**src/rtl/control_sequencer_if.sv**
```systemverilog
// Control-bus bundle between the microcode sequencer and the datapath it steers.
// The sequencer owns the master side; the datapath (or a bench) sits on the slave side.
interface control_sequencer_if;
    logic [3:0] opcode;
    logic       flag_carry;
    logic       flag_zero;

    logic       pc_out_en;
    logic       pc_enable;
    logic       pc_load;
    logic       mar_load;
    logic       ram_read;
    logic       ram_write;
    logic       ir_load;
    logic       ir_out;
    logic       a_load;
    logic       a_out;
    logic       b_load;
    logic       alu_out;
    logic       alu_sub;
    logic       flags_load;
    logic       out_load;

    logic       halt;
    logic [2:0] step;

    modport master (
        input  opcode, flag_carry, flag_zero,
        output pc_out_en, pc_enable, pc_load, mar_load, ram_read, ram_write,
               ir_load, ir_out, a_load, a_out, b_load, alu_out, alu_sub,
               flags_load, out_load, halt, step
    );

    modport slave (
        output opcode, flag_carry, flag_zero,
        input  pc_out_en, pc_enable, pc_load, mar_load, ram_read, ram_write,
               ir_load, ir_out, a_load, a_out, b_load, alu_out, alu_sub,
               flags_load, out_load, halt, step
    );
endinterface

```
**src/rtl/control_sequencer.sv**
```systemverilog
// Five-microstep instruction sequencer: a T0..T4 step counter plus a halt latch,
// with every control line decoded combinationally from step, opcode and flags.
module control_sequencer (
    input  logic                  clk,
    input  logic                  reset,
    control_sequencer_if.master   bus
);

    typedef enum logic [2:0] {
        T0 = 3'd0,
        T1 = 3'd1,
        T2 = 3'd2,
        T3 = 3'd3,
        T4 = 3'd4
    } step_e;

    localparam logic [3:0] OP_LDA = 4'h1;
    localparam logic [3:0] OP_ADD = 4'h2;
    localparam logic [3:0] OP_SUB = 4'h3;
    localparam logic [3:0] OP_STA = 4'h4;
    localparam logic [3:0] OP_LDI = 4'h5;
    localparam logic [3:0] OP_JMP = 4'h6;
    localparam logic [3:0] OP_JC  = 4'h7;
    localparam logic [3:0] OP_JZ  = 4'h8;
    localparam logic [3:0] OP_OUT = 4'hE;
    localparam logic [3:0] OP_HLT = 4'hF;

    step_e step_q, step_d;
    logic  halt_q, halt_d;

    always_ff @(posedge clk) begin
        if (reset) begin
            step_q <= T0;
            halt_q <= 1'b0;
        end else begin
            step_q <= step_d;
            halt_q <= halt_d;
        end
    end

    // HLT latches on its T2 edge and the counter stays parked at T2 from then on.
    always_comb begin
        step_d = step_q;
        halt_d = halt_q;
        if (!halt_q) begin
            if (step_q == T2 && bus.opcode == OP_HLT) begin
                halt_d = 1'b1;
            end else begin
                case (step_q)
                    T0:      step_d = T1;
                    T1:      step_d = T2;
                    T2:      step_d = T3;
                    T3:      step_d = T4;
                    T4:      step_d = T0;
                    default: step_d = T0;
                endcase
            end
        end
    end

    always_comb begin
        bus.pc_out_en  = 1'b0;
        bus.pc_enable  = 1'b0;
        bus.pc_load    = 1'b0;
        bus.mar_load   = 1'b0;
        bus.ram_read   = 1'b0;
        bus.ram_write  = 1'b0;
        bus.ir_load    = 1'b0;
        bus.ir_out     = 1'b0;
        bus.a_load     = 1'b0;
        bus.a_out      = 1'b0;
        bus.b_load     = 1'b0;
        bus.alu_out    = 1'b0;
        bus.alu_sub    = 1'b0;
        bus.flags_load = 1'b0;
        bus.out_load   = 1'b0;

        // Reset and halt both force a quiet bus, independent of the registered state.
        if (!reset && !halt_q) begin
            case (step_q)
                T0: begin
                    bus.pc_out_en = 1'b1;
                    bus.mar_load  = 1'b1;
                end
                T1: begin
                    bus.ram_read  = 1'b1;
                    bus.ir_load   = 1'b1;
                    bus.pc_enable = 1'b1;
                end
                T2: begin
                    case (bus.opcode)
                        OP_LDA, OP_ADD, OP_SUB, OP_STA: begin
                            bus.ir_out   = 1'b1;
                            bus.mar_load = 1'b1;
                        end
                        OP_LDI: begin
                            bus.ir_out = 1'b1;
                            bus.a_load = 1'b1;
                        end
                        OP_JMP: begin
                            bus.ir_out  = 1'b1;
                            bus.pc_load = 1'b1;
                        end
                        OP_JC: begin
                            bus.ir_out  = bus.flag_carry;
                            bus.pc_load = bus.flag_carry;
                        end
                        OP_JZ: begin
                            bus.ir_out  = bus.flag_zero;
                            bus.pc_load = bus.flag_zero;
                        end
                        OP_OUT: begin
                            bus.a_out    = 1'b1;
                            bus.out_load = 1'b1;
                        end
                        default: ;
                    endcase
                end
                T3: begin
                    case (bus.opcode)
                        OP_LDA: begin
                            bus.ram_read = 1'b1;
                            bus.a_load   = 1'b1;
                        end
                        OP_ADD, OP_SUB: begin
                            bus.ram_read = 1'b1;
                            bus.b_load   = 1'b1;
                        end
                        OP_STA: begin
                            bus.a_out     = 1'b1;
                            bus.ram_write = 1'b1;
                        end
                        default: ;
                    endcase
                end
                T4: begin
                    if (bus.opcode == OP_ADD || bus.opcode == OP_SUB) begin
                        bus.alu_out    = 1'b1;
                        bus.a_load     = 1'b1;
                        bus.flags_load = 1'b1;
                        bus.alu_sub    = (bus.opcode == OP_SUB);
                    end
                end
                default: ;
            endcase
        end
    end

    assign bus.halt = halt_q && !reset;
    assign bus.step = step_q;

endmodule

```
**src/flat_wrapper.sv**
```systemverilog
// flat-port wrapper written by rule: the top's interface ports become plain ports
module control_sequencer_flat 
  (clk, reset, bus_opcode, bus_flag_carry, bus_flag_zero, bus_pc_out_en, bus_pc_enable, bus_pc_load, bus_mar_load, bus_ram_read, bus_ram_write, bus_ir_load, bus_ir_out, bus_a_load, bus_a_out, bus_b_load, bus_alu_out, bus_alu_sub, bus_flags_load, bus_out_load, bus_halt, bus_step);
  control_sequencer_if bus_i ();
  input  logic clk;
  input  logic reset;
  input wire logic [$bits(bus_i.opcode)-1:0] bus_opcode;
  input wire logic [$bits(bus_i.flag_carry)-1:0] bus_flag_carry;
  input wire logic [$bits(bus_i.flag_zero)-1:0] bus_flag_zero;
  output wire logic [$bits(bus_i.pc_out_en)-1:0] bus_pc_out_en;
  output wire logic [$bits(bus_i.pc_enable)-1:0] bus_pc_enable;
  output wire logic [$bits(bus_i.pc_load)-1:0] bus_pc_load;
  output wire logic [$bits(bus_i.mar_load)-1:0] bus_mar_load;
  output wire logic [$bits(bus_i.ram_read)-1:0] bus_ram_read;
  output wire logic [$bits(bus_i.ram_write)-1:0] bus_ram_write;
  output wire logic [$bits(bus_i.ir_load)-1:0] bus_ir_load;
  output wire logic [$bits(bus_i.ir_out)-1:0] bus_ir_out;
  output wire logic [$bits(bus_i.a_load)-1:0] bus_a_load;
  output wire logic [$bits(bus_i.a_out)-1:0] bus_a_out;
  output wire logic [$bits(bus_i.b_load)-1:0] bus_b_load;
  output wire logic [$bits(bus_i.alu_out)-1:0] bus_alu_out;
  output wire logic [$bits(bus_i.alu_sub)-1:0] bus_alu_sub;
  output wire logic [$bits(bus_i.flags_load)-1:0] bus_flags_load;
  output wire logic [$bits(bus_i.out_load)-1:0] bus_out_load;
  output wire logic [$bits(bus_i.halt)-1:0] bus_halt;
  output wire logic [$bits(bus_i.step)-1:0] bus_step;
  assign bus_i.opcode = bus_opcode;
  assign bus_i.flag_carry = bus_flag_carry;
  assign bus_i.flag_zero = bus_flag_zero;
  assign bus_pc_out_en = bus_i.pc_out_en;
  assign bus_pc_enable = bus_i.pc_enable;
  assign bus_pc_load = bus_i.pc_load;
  assign bus_mar_load = bus_i.mar_load;
  assign bus_ram_read = bus_i.ram_read;
  assign bus_ram_write = bus_i.ram_write;
  assign bus_ir_load = bus_i.ir_load;
  assign bus_ir_out = bus_i.ir_out;
  assign bus_a_load = bus_i.a_load;
  assign bus_a_out = bus_i.a_out;
  assign bus_b_load = bus_i.b_load;
  assign bus_alu_out = bus_i.alu_out;
  assign bus_alu_sub = bus_i.alu_sub;
  assign bus_flags_load = bus_i.flags_load;
  assign bus_out_load = bus_i.out_load;
  assign bus_halt = bus_i.halt;
  assign bus_step = bus_i.step;
  control_sequencer u_core (.clk(clk), .reset(reset), .bus(bus_i));
endmodule
```
**config.mk**
```make
export PLATFORM = sky130hd
export DESIGN_NAME = control_sequencer_flat
export DESIGN_NICKNAME = d
export VERILOG_FILES = /design/src/rtl/control_sequencer_if.sv /design/src/rtl/control_sequencer.sv /design/src/flat_wrapper.sv
export SDC_FILE = /design/constraint.sdc
export NUM_CORES = 1
export LEC_CHECK = 0
export CORE_MARGIN = 3
export CORE_UTILIZATION = 32
export DETAILED_ROUTE_END_ITERATION = 8
export PLACE_DENSITY = 0.73
export SYNTH_ARGS = -nofsm -noshare
export SYNTH_HDL_FRONTEND = slang
export SYNTH_SLANG_ARGS = --single-unit
```
**constraint.sdc**
```tcl
create_clock -name clk -period 1.3 [get_ports clk]
set_input_delay 0.26 -clock clk [delete_from_list [all_inputs] [get_ports clk]]
set_output_delay 0.26 -clock clk [all_outputs]
set_load 0.03 [all_outputs]
```
# After elaboration in Yosys (flattened, before gate mapping)

Cells that the tools add are included.

Bits in registers: 4
Bits of input ports: 8
Output and inout bits: 19
Logic and storage cells: 70

Eq/ne operators: 14
Mux-type cells: 40
Bitwise gates (word level): 2
Reductions and logical operators: 12

Operators with widths:

| operator                                                        | count |
|---|---|
| 1-bit two-way mux                                               | 33 |
| 4-bit by 3-bit == test with 1-bit output, second input constant | 4 |
| 4-bit == test, second input constant                            | 3 |
| 3-bit case mux with 4 select lines                              | 1 |
| 1-bit case mux with 3 select lines                              | 3 |
| 4-bit by 2-bit == test with 1-bit output, second input constant | 2 |
| 3-bit by 2-bit == test with 1-bit output, second input constant | 2 |
| 1-bit case mux with 2 select lines                              | 3 |
| 6-bit OR reduction                                              | 1 |
| 4-bit by 1-bit == test with 1-bit output, second input constant | 1 |
| 4-bit OR reduction                                              | 1 |
| 3-bit by 1-bit == test with 1-bit output, second input constant | 1 |
| 3-bit == test, second input constant                            | 1 |
| 1-bit logical AND                                               | 3 |
| 3-bit zero test                                                 | 1 |
| 3-bit OR reduction                                              | 1 |
| 1-bit zero test                                                 | 2 |
| 1-bit NOT                                                       | 2 |
| 2-bit AND reduction                                             | 1 |
| 2-bit OR reduction                                              | 1 |
| 1-bit logical OR                                                | 1 |

# Longest topological paths before layout

Depth after elaboration: 5
Depth in mapped cells: 5
Gate-level depth less buffers: 3

# Least setup slack after synthesis

No wires, ideal clock.

Kind: register to output
From: register u_core.step_q[2], in the netlist u_core.bus.step[2]
To: output port bus_b_load
Data arrival time: 1930 ps
Data required time: 1040 ps
Slack: -890 ps
Stages on the path, launching flop included: 4
Path buffers: 0
Cell sequence: dfxtp_1 > nor3_2 > nand3_1 > nor4b_1

Longest elaborated chain between the ends: 3

Ends and longest elaborated chain:

| element                                  | RTL line                | RTL |
|---|---|---|
| start: declaration                       | control_sequencer.sv:28 | `step_e step_q, step_d;` |
| start signal: assignment                 | control_sequencer.sv:36 | `step_q <= step_d;` |
| 3-bit by 2-bit == test with 1-bit output | control_sequencer.sv:80 | `case (step_q)` |
| 1-bit two-way mux                        | control_sequencer.sv:80 |  |
| 1-bit two-way mux                        | control_sequencer.sv:79 | `if (!reset && !halt_q) begin` |
| end: declaration                         | flat_wrapper.sv:20      | `output wire logic [$bits(bus_i.b_load)-1:0] bus_b_load;` |

Every way passes these cells.

# Final worst setup path

From: register u_core.step_q[0], in the netlist u_core.bus.step[0]
To: output port bus_a_load

Longest elaborated chain between the ends: 3
Elaborated cells on any way between the ends: 5
Classes of those cells: eq/ne (3); mux (2)

Ends and longest elaborated chain:

| element                                                                   | RTL line                | RTL |
|---|---|---|
| 3-bit == test or 3-bit by 2-bit == test with 1-bit output (tied branches) | control_sequencer.sv:80 |  |
| 1-bit case mux with 3 select lines *                                      | control_sequencer.sv:80 |  |
| 1-bit two-way mux *                                                       | control_sequencer.sv:79 |  |
| end: declaration                                                          | flat_wrapper.sv:18      | `output wire logic [$bits(bus_i.a_load)-1:0] bus_a_load;` |

Mark *: on every way between the ends. The rest lies on a longest branch, timed or not.

==> impl_metrics.env <==
export IMPL_startpoint_type="register"
export IMPL_crit_fanout=5
export IMPL_syn_cell_area_um2=452.9
export IMPL_place_hpwl_mm=1.365
export IMPL_period_needed_ns=1.771
export IMPL_cp_startpoint="u_core.bus.step[0]"
export IMPL_place_congestion=0.7589
export IMPL_rsz0062_at_grt="true"
export IMPL_synth_top_cell_area_share=0.1768
export IMPL_r2r_slack_ns=0.10
export IMPL_track_usage=0.2546
export IMPL_hp_start="reset"
export IMPL_clock_root_buffer="clkbuf_4"
export IMPL_yosys_warnings=0
export IMPL_first_pass_iters=4
export IMPL_setup_ws_ns=-0.4710
export IMPL_clkTransAtPathRegs_ns=0.05
export IMPL_reg2reg_depth=5
export IMPL_cp_required_ns=1.04
export IMPL_hold_path_class="input port to register"
export IMPL_fin_crit_sh=1.362
export IMPL_die_h_um=43.62
export IMPL_whs_path_depth=2
export IMPL_grt_remaining_overflow=0
export IMPL_vias=799
export IMPL_drive_above_1_share=0.7699
export IMPL_routed_wl_mm=2.680
export IMPL_ys_ff_latch=4
export IMPL_core_um2=1216
export IMPL_crit_type="register to output port"
export IMPL_die_w_um=43.62
export IMPL_synth_area_leader_cell="dfxtp_1"
export IMPL_ant_nets=0
export IMPL_r2r_start="u_core.bus.step[1]"
export IMPL_status="complete, but fails checks"
export IMPL_setup_viol=16
export IMPL_clock_latency_ns=0.26
export IMPL_antenna_found_initial=0
export IMPL_postSynthAreaPerCell_um2=7.077
export IMPL_cp_end_kind="output port"
export IMPL_p_leak_uw=0.0004978
export IMPL_htree_levels=1
export IMPL_area_growth_pct=153.9
export IMPL_cts_buffer_depth=2
export IMPL_cts_hold_buf=0
export IMPL_placed_area_um2=993.5
export IMPL_ir_drop_uv=766.0
export IMPL_first_global_vias=758
export IMPL_drt_initial_drc_count=20
export IMPL_diodes=0
export IMPL_violations="negative setup slack"
export IMPL_tritoncts="done"
export IMPL_wl_per_cell_um=21.10
export IMPL_wl_met2_mm=1.326
export IMPL_grt_start_max_net_pins=8
export IMPL_top_layer_used="met4"
export IMPL_timing_fmax_ghz=0.5647
export IMPL_fin_nets=122
export IMPL_synthDistinctLibCells=30
export IMPL_cts_sinks=4
export IMPL_power_density_nw_per_um2=622.3
export IMPL_via_per_inst=6.291
export IMPL_syn_nets=72
export IMPL_dieArea_um2=1903
export IMPL_synth_area_leaders="dfxtp_1 18%, a21oi_1 7.7%, nand2_1 5.8%, nor2_1 5.8%, nor4b_1 5.8%"
export IMPL_final_util=0.9455
export IMPL_maxCapViolations=0
export IMPL_worstMarginPinSlew_ns=0.2593
export IMPL_hold_viol_final=0
export IMPL_synth_cells=64
export IMPL_holdWs_ns=0.4067
export IMPL_port_buffers=26
export IMPL_initial_utilization=0.3724
export IMPL_slew_headroom=0.8259
export IMPL_layout_commonest_cell="buf_4"
export IMPL_fin_area_um2=1150
export IMPL_m1WireLength_um=929
export IMPL_skew_ns=0.01295
export IMPL_grt_pass1_wl_mm=3.636
export IMPL_slew_violations=0
export IMPL_drc=0
export IMPL_numCtsBuffers=3
export IMPL_worstPathArrival_ns=1.51
export IMPL_final_cell_mix="28 x buf_4, 18 x buf_6, 5 x nand2_1, 5 x nor2_1"
export IMPL_dr_wl_met3_um=231
export IMPL_top_level_ports=27
export IMPL_num_rows=12
export IMPL_ys_seq_area_frac=0.1768
==> per-layer routing <==
layer | global-route usage | vias to the layer above
met5 | 0 | -
met4 | 0.09639 | 0
met3 | 0.04979 | 23
met2 | 0.4971 | 60
met1 | 0.2574 | 385
li1 | - | 331
==> logic make-up after synthesis <==
| family | synth area share |
|---|---|
| AOI/OAI and AO/OA | 0.1768 |
| and+or+nand+nor | 0.5111 |
| xor gates and xnor gates | 0.01934 |
| buffers and inverters | 0.1160 |
| DFF | 0.1768 |
==> Yosys cell counts <==
cell type and number:
xnor2_1 1, buf_6 1, or3_1 1, nor3_1 3, nand4_1 1, a22o_1 1
nor2_1 7, and2_4 1, and2_1 1, nand2_1 7, a41o_1 1, dfxtp_1 4
a21oi_1 7, nor3_2 1, o21ai_0 2, and4b_1 1, nor2b_1 2, nor4bb_1 1
or2_1 1, buf_4 3, o21bai_1 1, nand3_1 3, a221oi_1 1, nor4_2 1
clkbuf_1 1, nand4b_1 1, nand3b_1 1, or3b_1 2, buf_2 3, nor4b_1 3
==> flip-flops by register name, summed over array words and instances (netlist names) <==
| signal | count |
|---|---|
| u_core.bus.step | 3 |
| u_core.halt_q | 1 |
==> critical path, cell delays in order (launching register included) <==
cell and delay, ns:
dfxtp_4 0.36, buf_4 0.18, xnor2_4 0.15, nor3_2 0.16, a41o_2 0.24, buf_4 0.16
==> area by class of cell <==
class                   count  area (µm²)
multi-input cells          52       541.8
flip-flops and latches      4       95.09
repair buffers             53       469.2
well taps                  14       17.52
clock buffers               4       26.28
fillers                    32       66.31
==> power by group <==
group	total, µW	switching [µW]	internal [µW]
Sequential	140	11.9	128
Combinational	390	211	179
Clock	185	68.8	116
Total	716	292	424
==> repair_timing <==
action	4_1_cts	5_1_grt
setup endpoints to repair	18	18
pin swaps	8	2
resized for setup	35	12
cloned	0	0
setup buffers	1	2
==> stage by stage <==
step	cells	worst slack (ns)	power [µW]	TNS [ns]
after floorplan	64	-0.2379	347.0	-1.698
after global routing	127	-0.5208	745.3	-6.793
final	127	-0.4710	715.6	-5.760
after detailed placement	121	-0.6972	462.8	-9.579
after global placement	121	-0.6457	457.0	-9.092
after CTS	126	-0.4244	661.3	-5.119
==> final timing paths <==
check / endpoint
worst max register to register: u_core.bus.step[1]
worst min register to register: u_core.bus.step[0]
worst min-delay path: u_core.bus.step[1]
worst max-delay path: bus_a_load
Note: power is estimated with default switching activity, not from simulation.
